==> src/rtl/byte_store_aligner_pkg.sv <==
// Shared store-path types: size encodings, beat FSM states and a size decode helper.
package byte_store_aligner_pkg;

  typedef enum logic [1:0] {
    SIZE_1B = 2'd0,
    SIZE_2B = 2'd1,
    SIZE_4B = 2'd2,
    SIZE_8B = 2'd3
  } size_e;

  typedef enum logic [1:0] {
    ST_IDLE  = 2'd0,
    ST_BEAT0 = 2'd1,
    ST_BEAT1 = 2'd2
  } state_e;

  localparam int STORE_DATA_W = 64;

  function automatic logic [3:0] size_to_nbytes(input size_e sz);
    return 4'd1 << sz;
  endfunction

endpackage

==> src/rtl/byte_store_aligner_rotate.sv <==
// Log-depth byte rotator: rotates the line image left by i_shift bytes,
// the store-side counterpart of the load-path right rotator.
module byte_rotate_left #(
  parameter int NUM_BYTES = 16
) (
  input  logic [NUM_BYTES*8-1:0]       i_data,
  input  logic [$clog2(NUM_BYTES)-1:0] i_shift,
  output logic [NUM_BYTES*8-1:0]       o_data
);

  localparam int LW = $clog2(NUM_BYTES);
  localparam int DW = NUM_BYTES * 8;

  logic [DW-1:0] w_stage [0:LW];

  assign w_stage[0] = i_data;

  // Stage s rotates by 2^s bytes when shift bit s is set.
  for (genvar s = 0; s < LW; s++) begin : g_stage
    localparam int SH = 8 << s;
    assign w_stage[s+1] = i_shift[s] ?
                          {w_stage[s][DW-SH-1:0], w_stage[s][DW-1:DW-SH]} :
                          w_stage[s];
  end

  assign o_data = w_stage[LW];

endmodule

==> src/rtl/byte_store_aligner.sv <==
// Aligns a 1..8 byte store into one or two cache-line write beats with byte masks.
//
// state    | meaning
// ST_IDLE  | no store held, ready for a request
// ST_BEAT0 | presenting the beat for the line holding the first store byte
// ST_BEAT1 | presenting the spill beat into the next line
module byte_store_aligner
  import byte_store_aligner_pkg::*;
#(
  parameter int NUM_BYTES = 16,
  parameter int ADDR_W    = 32
) (
  input  logic                   clk,
  input  logic                   rst,
  input  logic                   in_valid,
  output logic                   in_ready,
  input  logic [ADDR_W-1:0]      in_addr,
  input  logic [1:0]             in_size,
  input  logic [63:0]            in_data,
  output logic                   out_valid,
  input  logic                   out_ready,
  output logic [ADDR_W-1:0]      out_line_addr,
  output logic [NUM_BYTES*8-1:0] out_data,
  output logic [NUM_BYTES-1:0]   out_mask,
  output logic                   out_last
);

  localparam int LW = $clog2(NUM_BYTES);
  localparam int DW = NUM_BYTES * 8;
  localparam int SW = LW + 1;

  state_e              r_state;
  logic [LW-1:0]       r_off;
  logic [SW-1:0]       r_span;
  logic [ADDR_W-1:0]   r_line_addr;
  logic [DW-1:0]       r_data;

  logic [LW-1:0]       w_off_in;
  logic [SW-1:0]       w_span_in;
  logic [ADDR_W-1:0]   w_line_in;
  logic [DW-1:0]       w_ext;
  logic [DW-1:0]       w_rot;
  logic                w_cross;
  logic                w_last_hs;
  logic                w_accept;
  logic [NUM_BYTES-1:0] w_mask;

  assign w_off_in  = in_addr[LW-1:0];
  assign w_span_in = SW'(w_off_in) + SW'(size_to_nbytes(size_e'(in_size)));
  assign w_line_in = in_addr & ~ADDR_W'(NUM_BYTES - 1);
  assign w_ext     = DW'(in_data);

  byte_rotate_left #(.NUM_BYTES(NUM_BYTES)) u_rotate (
    .i_data  (w_ext),
    .i_shift (w_off_in),
    .o_data  (w_rot)
  );

  assign w_cross   = r_span > SW'(NUM_BYTES);
  assign out_valid = (r_state != ST_IDLE);
  assign out_last  = (r_state == ST_BEAT1) || ((r_state == ST_BEAT0) && !w_cross);
  assign w_last_hs = out_valid && out_ready && out_last;
  // Held low through reset so nothing is accepted until reset is released.
  assign in_ready  = !rst && ((r_state == ST_IDLE) || w_last_hs);
  assign w_accept  = in_valid && in_ready;

  always_comb begin
    w_mask = '0;
    for (int i = 0; i < NUM_BYTES; i++) begin
      case (r_state)
        ST_BEAT0: w_mask[i] = (LW'(i) >= r_off) && (SW'(i) < r_span);
        ST_BEAT1: w_mask[i] = SW'(i + NUM_BYTES) < r_span;
        default:  w_mask[i] = 1'b0;
      endcase
    end
  end

  assign out_mask      = w_mask;
  assign out_data      = r_data;
  assign out_line_addr = r_line_addr;

  always_ff @(posedge clk or posedge rst) begin
    if (rst) begin
      r_state     <= ST_IDLE;
      r_off       <= '0;
      r_span      <= '0;
      r_line_addr <= '0;
      r_data      <= '0;
    end else if (w_accept) begin
      r_state     <= ST_BEAT0;
      r_off       <= w_off_in;
      r_span      <= w_span_in;
      r_line_addr <= w_line_in;
      r_data      <= w_rot;
    end else begin
      case (r_state)
        ST_BEAT0: begin
          if (out_ready) begin
            if (w_cross) begin
              r_state     <= ST_BEAT1;
              r_line_addr <= r_line_addr + ADDR_W'(NUM_BYTES);
            end else begin
              r_state <= ST_IDLE;
            end
          end
        end
        ST_BEAT1: begin
          if (out_ready) r_state <= ST_IDLE;
        end
        default: r_state <= ST_IDLE;
      endcase
    end
  end

endmodule
==> config.mk <==
export PLATFORM = sky130hd
export DESIGN_NAME = byte_store_aligner
export DESIGN_NICKNAME = d
export VERILOG_FILES = /design/src/rtl/byte_store_aligner_pkg.sv /design/src/rtl/byte_store_aligner_rotate.sv /design/src/rtl/byte_store_aligner.sv
export SDC_FILE = /design/constraint.sdc
export NUM_CORES = 1
export LEC_CHECK = 0
export ABC_AREA = 1
export CORE_UTILIZATION = 50
export CTS_CLUSTER_SIZE = 25
export DETAILED_ROUTE_END_ITERATION = 10
export DONT_BUFFER_PORTS = 1
export HOLD_SLACK_MARGIN = 0.12
export PLACE_DENSITY = 0.72
export SLEW_MARGIN = 10
export SYNTH_ARGS = -nofsm -noshare
export SYNTH_HDL_FRONTEND = slang
export SYNTH_HIERARCHICAL = 1
export SYNTH_SLANG_ARGS = --single-unit
export TNS_END_PERCENT = 30
==> constraint.sdc <==
create_clock -name clk -period 7.9 [get_ports clk]
set_input_delay 1.185 -clock clk [delete_from_list [all_inputs] [get_ports clk]]
set_output_delay 1.185 -clock clk [all_outputs]
set_load 0.05 [all_outputs]
==> impl_metrics.json, run 1 <==
{
  "status": "finished clean",
  "met1_usage_pct": 42.07,
  "hp-start": "r_off[0]$_DFFE_PP0P_",
  "synth_ff_type": "dfrtp_1",
  "fin_skew_ns": 0.02050,
  "start_kind": "register",
  "antenna_left": 0,
  "worst_pin_slew_ns": 1.084,
  "synth_edf_count": 0,
  "maxCapViolCount": 0,
  "arrival_ns": 2.77,
  "met3_usage_pct": 8.997,
  "crit_required_ns": 6.71,
  "setup_slack_ns": 3.944,
  "grt_pass1_vias": 14083,
  "layout-drive-gt1-share_pct": 2.443,
  "synth_cell_type_count": 38,
  "grt_antenna_before_repair": 1,
  "drv_slew": 0,
  "core_sq_mm": 0.02801,
  "postPlaceCellArea_sq_mm": 0.01446,
  "ioPinCount": 281,
  "grt_use_total_pct": 33.28,
  "post_synth.cell_area_avg_sq_um": 5.832,
  "period_share_pct": 50.08,
  "area_growth_pct": 5.099,
  "yosys_warnings": 6,
  "yosysTopAreaCell": "nand2_1",
  "ctsLongestPathBuffers": 2,
  "gp_congestion": 0.9770,
  "die_h_um": 171.4,
  "synth.most_common_cell": "nand2_1",
  "dieArea_sq_mm": 0.02939,
  "hold-path-endpoint": "r_off[0]$_DFFE_PP0P_",
  "cts_tree": "yes",
  "wl_per_cell_um": 17.57,
  "p_leak_uw": 0.008274,
  "synth-async-reset-ratio_pct": 100.0,
  "cts_sinks": 167,
  "drt-initial-drc-count": 2190,
  "crit_fanout": 6,
  "die_w_um": 171.4,
  "yosysTopAreaCellShare_pct": 30.88,
  "nFillCells": 2928,
  "worstSetupPathType": "register to output port",
  "rsz0062_at_grt": "no",
  "cts_resized": 0,
  "critPathCaptureType": "output port",
  "vias": 16116,
  "drt_first_pass_iters": 8,
  "finish.net_count": 2554,
  "clock_latency_ns": 0.43,
  "top_usage_layer": "met2",
  "holdPathStages": 2,
  "synth_common_cells": "nand2_1 (1,181), nand3_1 (723), dfrtp_1 (167), clkbuf_1 (63), buf_2 (60)",
  "final.setup.tns_ns": 0,
  "hpwl_mm": 35.03,
  "overflow": 0,
  "drc": 0,
  "antennaDiodeCount": 0,
  "reg2regPathDepth": 10,
  "setup_viol": 0,
  "cts_hold_buf": 0,
  "r2r-start": "r_state[1]$_DFFE_PP0P_",
  "cts_inserted_buffers": 17,
  "cts_setup_buffers": 0,
  "yosysSeqAreaShare_pct": 29.11,
  "place_ws_ns": 4.197,
  "initial_utilization_pct": 51.24,
  "slew_headroom_pct": 27.98,
  "rrSetupSlack_ns": 4.39,
  "synth.area.top_cells": "nand2_1 (31%), dfrtp_1 (29%), nand3_1 (25%)",
  "period_minus_slack_ns": 3.956,
  "hold_path.class": "register to register",
  "grt_start_max_net_pins": 156,
  "hold_viol_final": 0,
  "portBuffers": 0,
  "fin_area_sq_mm": 0.01509,
  "syn_inst": 2461,
  "totalWireLength_mm": 49.78,
  "rows": 61,
  "cts.htree.levels": 4,
  "peakVddDrop_mv": 0.1488,
  "timing.fmax_ghz": 0.2528,
  "grt_util_met2_pct": 52.53,
  "postSynthRegisterBits": 167,
  "syn_area_sq_mm": 0.01435,
  "vias_per_cell": 5.687,
  "cts.clk_slew.worst_paths_ns": 0.07,
  "r2r_end": "out_data[91]$_DFFE_PP0P_",
  "grt_pass1_wl_mm": 76.19,
  "cts-root-buf": "clkbuf_16",
  "powerDensity_mw_per_mm2": 233.6
}
-- layer usage --
metal / share of wire, % / up-vias
met5: 0.020 / -
met4: 4.8 / 2
met3: 11 / 101
met2: 45 / 760
met1: 40 / 7374
li1: - / 7879
-- registers in the layout, indices dropped and copies added, names as in the netlist --
name,count
r_state,2
out_data,128
r_span,5
out_line_addr,28
r_off,4
-- logic make-up (layout without fill, tap and decap cells) --
logic type | after synthesis | after routing | synth area share, %
xor gates and xnor gates | 17 | 17 | 1.037
AOI/OAI and AO/OA | 57 | 57 | 2.310
and+or+nand+nor | 1983 | 1983 | 58.74
other | 1 | 132 | 0.02613
adders and majority gates | 9 | 9 | 0.8369
buffers and inverters | 227 | 91 | 7.932
DFF | 167 | 167 | 29.11
-- critical path, stage by stage (launching register included) --
cell,delay (ns)
dfrtp_1,0.39
inv_1,0.10
ha_1,0.25
inv_1,0.11
o31ai_1,0.43
o221ai_1,0.21
a21oi_1,0.86
-- area by class of cell --
type | instances | area, sq um | area share, %
tap | 378 | 473.0 | 3.135
inverter | 48 | 190.2 | 1.261
timing repair buffer | 11 | 82.58 | 0.5474
clock buffer | 17 | 425.4 | 2.820
sequential | 167 | 4179 | 27.70
multi-input combinational | 2198 | 9535 | 63.21
clock inverter | 15 | 200.2 | 1.327
-- how the worst max path moves through the flow --
stage	to	cells past startpoint	slack (ns)	startpoint
after global routing	out_mask[14]	6	3.86	r_state[1]$_DFFE_PP0P_
after CTS	out_mask[14]	6	4.01	r_state[1]$_DFFE_PP0P_
final	out_mask[14]	6	3.94	r_state[1]$_DFFE_PP0P_
after floorplan	out_line_addr[21]$_DFFE_PP0P_	6	1.92	rst
after global placement	out_data[51]$_DFFE_PP0P_	10	4.21	in_addr[0]
after detailed placement	out_data[51]$_DFFE_PP0P_	10	4.20	in_addr[0]
-- report_power, final --
group | internal [uW] | total [uW] | switching, uW
Clock | 460 | 873 | 413
Combinational | 258 | 813 | 555
Sequential | 1020 | 1840 | 820
-- layout by cell type, fill, tap and decap left out, types with 2 or more instances in the layout --
master / Yosys / routed
o211ai_1: 3 / 3
inv_2: 5 / 4
o2111ai_1: 2 / 2
clkinv_8: 0 / 5
inv_1: 43 / 39
nor3_1: 2 / 2
clkinvlp_4: 0 / 2
dfrtp_1: 167 / 167
a21oi_1: 24 / 24
o31ai_1: 3 / 3
nand3_1: 723 / 723
o21ai_0: 17 / 16
clkinv_2: 0 / 4
xnor2_1: 7 / 7
or2_2: 2 / 2
clkbuf_16: 0 / 17
ha_1: 8 / 8
nand2_1: 1181 / 1181
inv_6: 0 / 2
a31oi_1: 2 / 2
nand4_1: 5 / 5
nand3b_1: 9 / 9
inv_8: 0 / 5
nor2_1: 54 / 54
xor2_1: 10 / 10
o21ai_1: 2 / 3
conb_1: 1 / 132
buf_4: 32 / 11
-- per-stage QoR --
stage          utilization, %  instances  power, uW  hold WS, ns
2_1_floorplan               -       2592       2454       0.5123
3_3_place_gp            51.62       2802       2625       0.5445
3_5_place_dp            51.62       2802       2646       0.5552
4_1_cts                 53.86       2834       3520       0.5742
5_1_grt                 53.86       2834       3699       0.6469
6_report                53.86       2834       3524       0.5824
(Power assumes the default switching activity.)
==> run 2: changes to the inputs <==
==> constraint.sdc (replaced) <==
create_clock -name clk -period 3.7 [get_ports clk]
set_input_delay 0.555 -clock clk [delete_from_list [all_inputs] [get_ports clk]]
set_output_delay 0.555 -clock clk [all_outputs]
set_load 0.05 [all_outputs]
==> run 2 against run 1 <==
Compared with the run above: total power is 110% higher; count of clock-buffer cells in the layout stayed put; design area is 1.1% higher; critical path type unchanged; die area stayed put; clock power is 110% higher; largest cell class unchanged.
==> impl_metrics.json, run 2 (synthesized netlist as in run 1, its figures left out) <==
{
  "status": "finished clean",
  "core_sq_mm": 0.02801,
  "totalWireLength_mm": 51.29,
  "period_share_pct": 78.95,
  "antennaDiodeCount": 0,
  "hpwl_mm": 35.53,
  "antenna_left": 0,
  "overflow": 0,
  "drt_first_pass_iters": 8,
  "rrSetupSlack_ns": 1.25,
  "grt_antenna_before_repair": 0,
  "die_h_um": 171.4,
  "crit_required_ns": 3.14,
  "peakVddDrop_mv": 0.3575,
  "vias": 16281,
  "drc": 0,
  "final_cell_mix": "nand2_1 (1,181), nand3_1 (723), dfrtp_1 (167)",
  "hp-start": "in_addr[15]",
  "cts_sinks": 167,
  "drt-initial-drc-count": 1912,
  "portBuffers": 0,
  "cts.clk_slew.worst_paths_ns": 0.08,
  "reg2regPathDepth": 11,
  "cts_setup_buffers": 0,
  "multi_input_area_sq_mm": 0.009535,
  "hold_viol_final": 0,
  "cts.htree.levels": 4,
  "critPathCaptureType": "output port",
  "rsz0062_at_grt": "no",
  "cts_hold_buf": 0,
  "hold_path.class": "input pin to register",
  "worstSetupPathType": "register to output port",
  "layout-drive-gt1-share_pct": 3.035,
  "seqCellArea_sq_mm": 0.004179,
  "fin_area_sq_mm": 0.01526,
  "cts_inserted_buffers": 17,
  "holdPathStages": 2,
  "maxCapViolCount": 0,
  "drv_slew": 0,
  "r2r-start": "r_state[1]$_DFFE_PP0P_",
  "initial_utilization_pct": 51.24,
  "final_util_pct": 54.47,
  "period_minus_slack_ns": 2.921,
  "p_leak_uw": 0.008369,
  "gp_congestion": 0.9988,
  "cts-root-buf": "clkbuf_16",
  "vias_per_cell": 5.715,
  "r2r_end": "out_line_addr[4]$_DFFE_PP0P_",
  "ctsLongestPathBuffers": 2,
  "fin_skew_ns": 0.01835,
  "postPlaceCellArea_sq_mm": 0.01467,
  "area_growth_pct": 6.293,
  "worst_pin_slew_ns": 0.9814,
  "largest_register_ffs": 128,
  "grt_pass1_vias": 14241,
  "grt_use_total_pct": 34.35,
  "wl_per_cell_um": 18.00,
  "hold-path-endpoint": "out_line_addr[15]$_DFFE_PP0P_",
  "dieArea_sq_mm": 0.02939,
  "timing.fmax_ghz": 0.3423,
  "rows": 61,
  "layout_commonest_cell": "nand2_1",
  "nFillCells": 2949,
  "die_w_um": 171.4,
  "crit_fanout": 6,
  "finish.net_count": 2569,
  "grt_pass1_wl_mm": 78.13,
  "setup_viol": 0,
  "arrival_ns": 2.37,
  "slew_headroom_pct": 34.58,
  "powerDensity_mw_per_mm2": 491.9,
  "clock_latency_ns": 0.45,
  "start_kind": "register",
  "cts_resized": 0,
  "cts_tree": "yes",
  "grt_start_max_net_pins": 171,
  "ioPinCount": 281
}
==> run 2: changes by cell type in the layout (fill, tap and decap cells not counted) <==
cell and delta:
buf_12 +8, buf_4 +7, bufinv_16 -1, clkinv_2 +1
clkinv_4 +1, clkinv_8 -1, clkinvlp_4 +1, inv_6 +2
inv_8 -3
==> run 2: stage by stage <==
| step | TNS, ns | cells | power [uW] | hold slack (ns) | setup WS [ns] |
|---|---|---|---|---|---|
| CTS | 0 | 2849 | 7479 | 0.2261 | 0.8010 |
| detailed placement | 0 | 2817 | 5692 | 0.5643 | 1.240 |
| global placement | 0 | 2817 | 5652 | 0.5627 | 1.299 |
| floorplan | -55.52 | 2592 | 5244 | 0.5123 | -0.3430 |
| finish | 0 | 2849 | 7505 | 0.2292 | 0.7787 |
| global route | 0 | 2849 | 7884 | 0.2558 | 0.6625 |
==> run 2: critical path: stages (launching register included) <==
cell and delay, ns:
dfrtp_1 0.38, inv_1 0.09, ha_1 0.25, inv_1 0.12, nor2_1 0.26, a21oi_1 0.11, nor2_1 0.70
==> run 2: power by group <==
| part | internal [uW] | switching (uW) | total, uW |
|---|---|---|---|
| Sequential | 2170 | 1790 | 3960 |
| Combinational | 570 | 1180 | 1750 |
| Clock | 900 | 897 | 1800 |
==> run 2: how the worst max path moves through the flow <==
stage	end	slack, ns	start	cells after the start
3_3_place_gp	out_line_addr[4]$_DFFE_PP0P_	1.30	r_state[1]$_DFFE_PP0P_	11
6_report	out_mask[7]	0.78	r_state[1]$_DFFE_PP0P_	6
4_1_cts	out_mask[7]	0.80	r_state[1]$_DFFE_PP0P_	6
2_1_floorplan	out_line_addr[23]$_DFFE_PP0P_	-0.34	rst	5
3_5_place_dp	out_line_addr[4]$_DFFE_PP0P_	1.24	r_state[1]$_DFFE_PP0P_	11
5_1_grt	out_mask[7]	0.66	r_state[1]$_DFFE_PP0P_	6
==> run 2: per-layer routing <==
metal	vias to the layer above	track usage, %	share of wire, %
met3	118	11.69	11
met4	0	14.87	4.3
met1	7490	43.12	40
met2	756	53.35	45
li1	7917	-	-
met5	-	0	0
==> run 2: layout make-up <==
| type | count | area share, % |
|---|---|---|
| tap | 378 | 3.100 |
| multi-input combinational | 2198 | 62.50 |
| clock buffer | 17 | 2.788 |
| clock inverter | 15 | 1.050 |
| sequential | 167 | 27.39 |
| timing repair buffer | 26 | 1.935 |
| inverter | 48 | 1.238 |
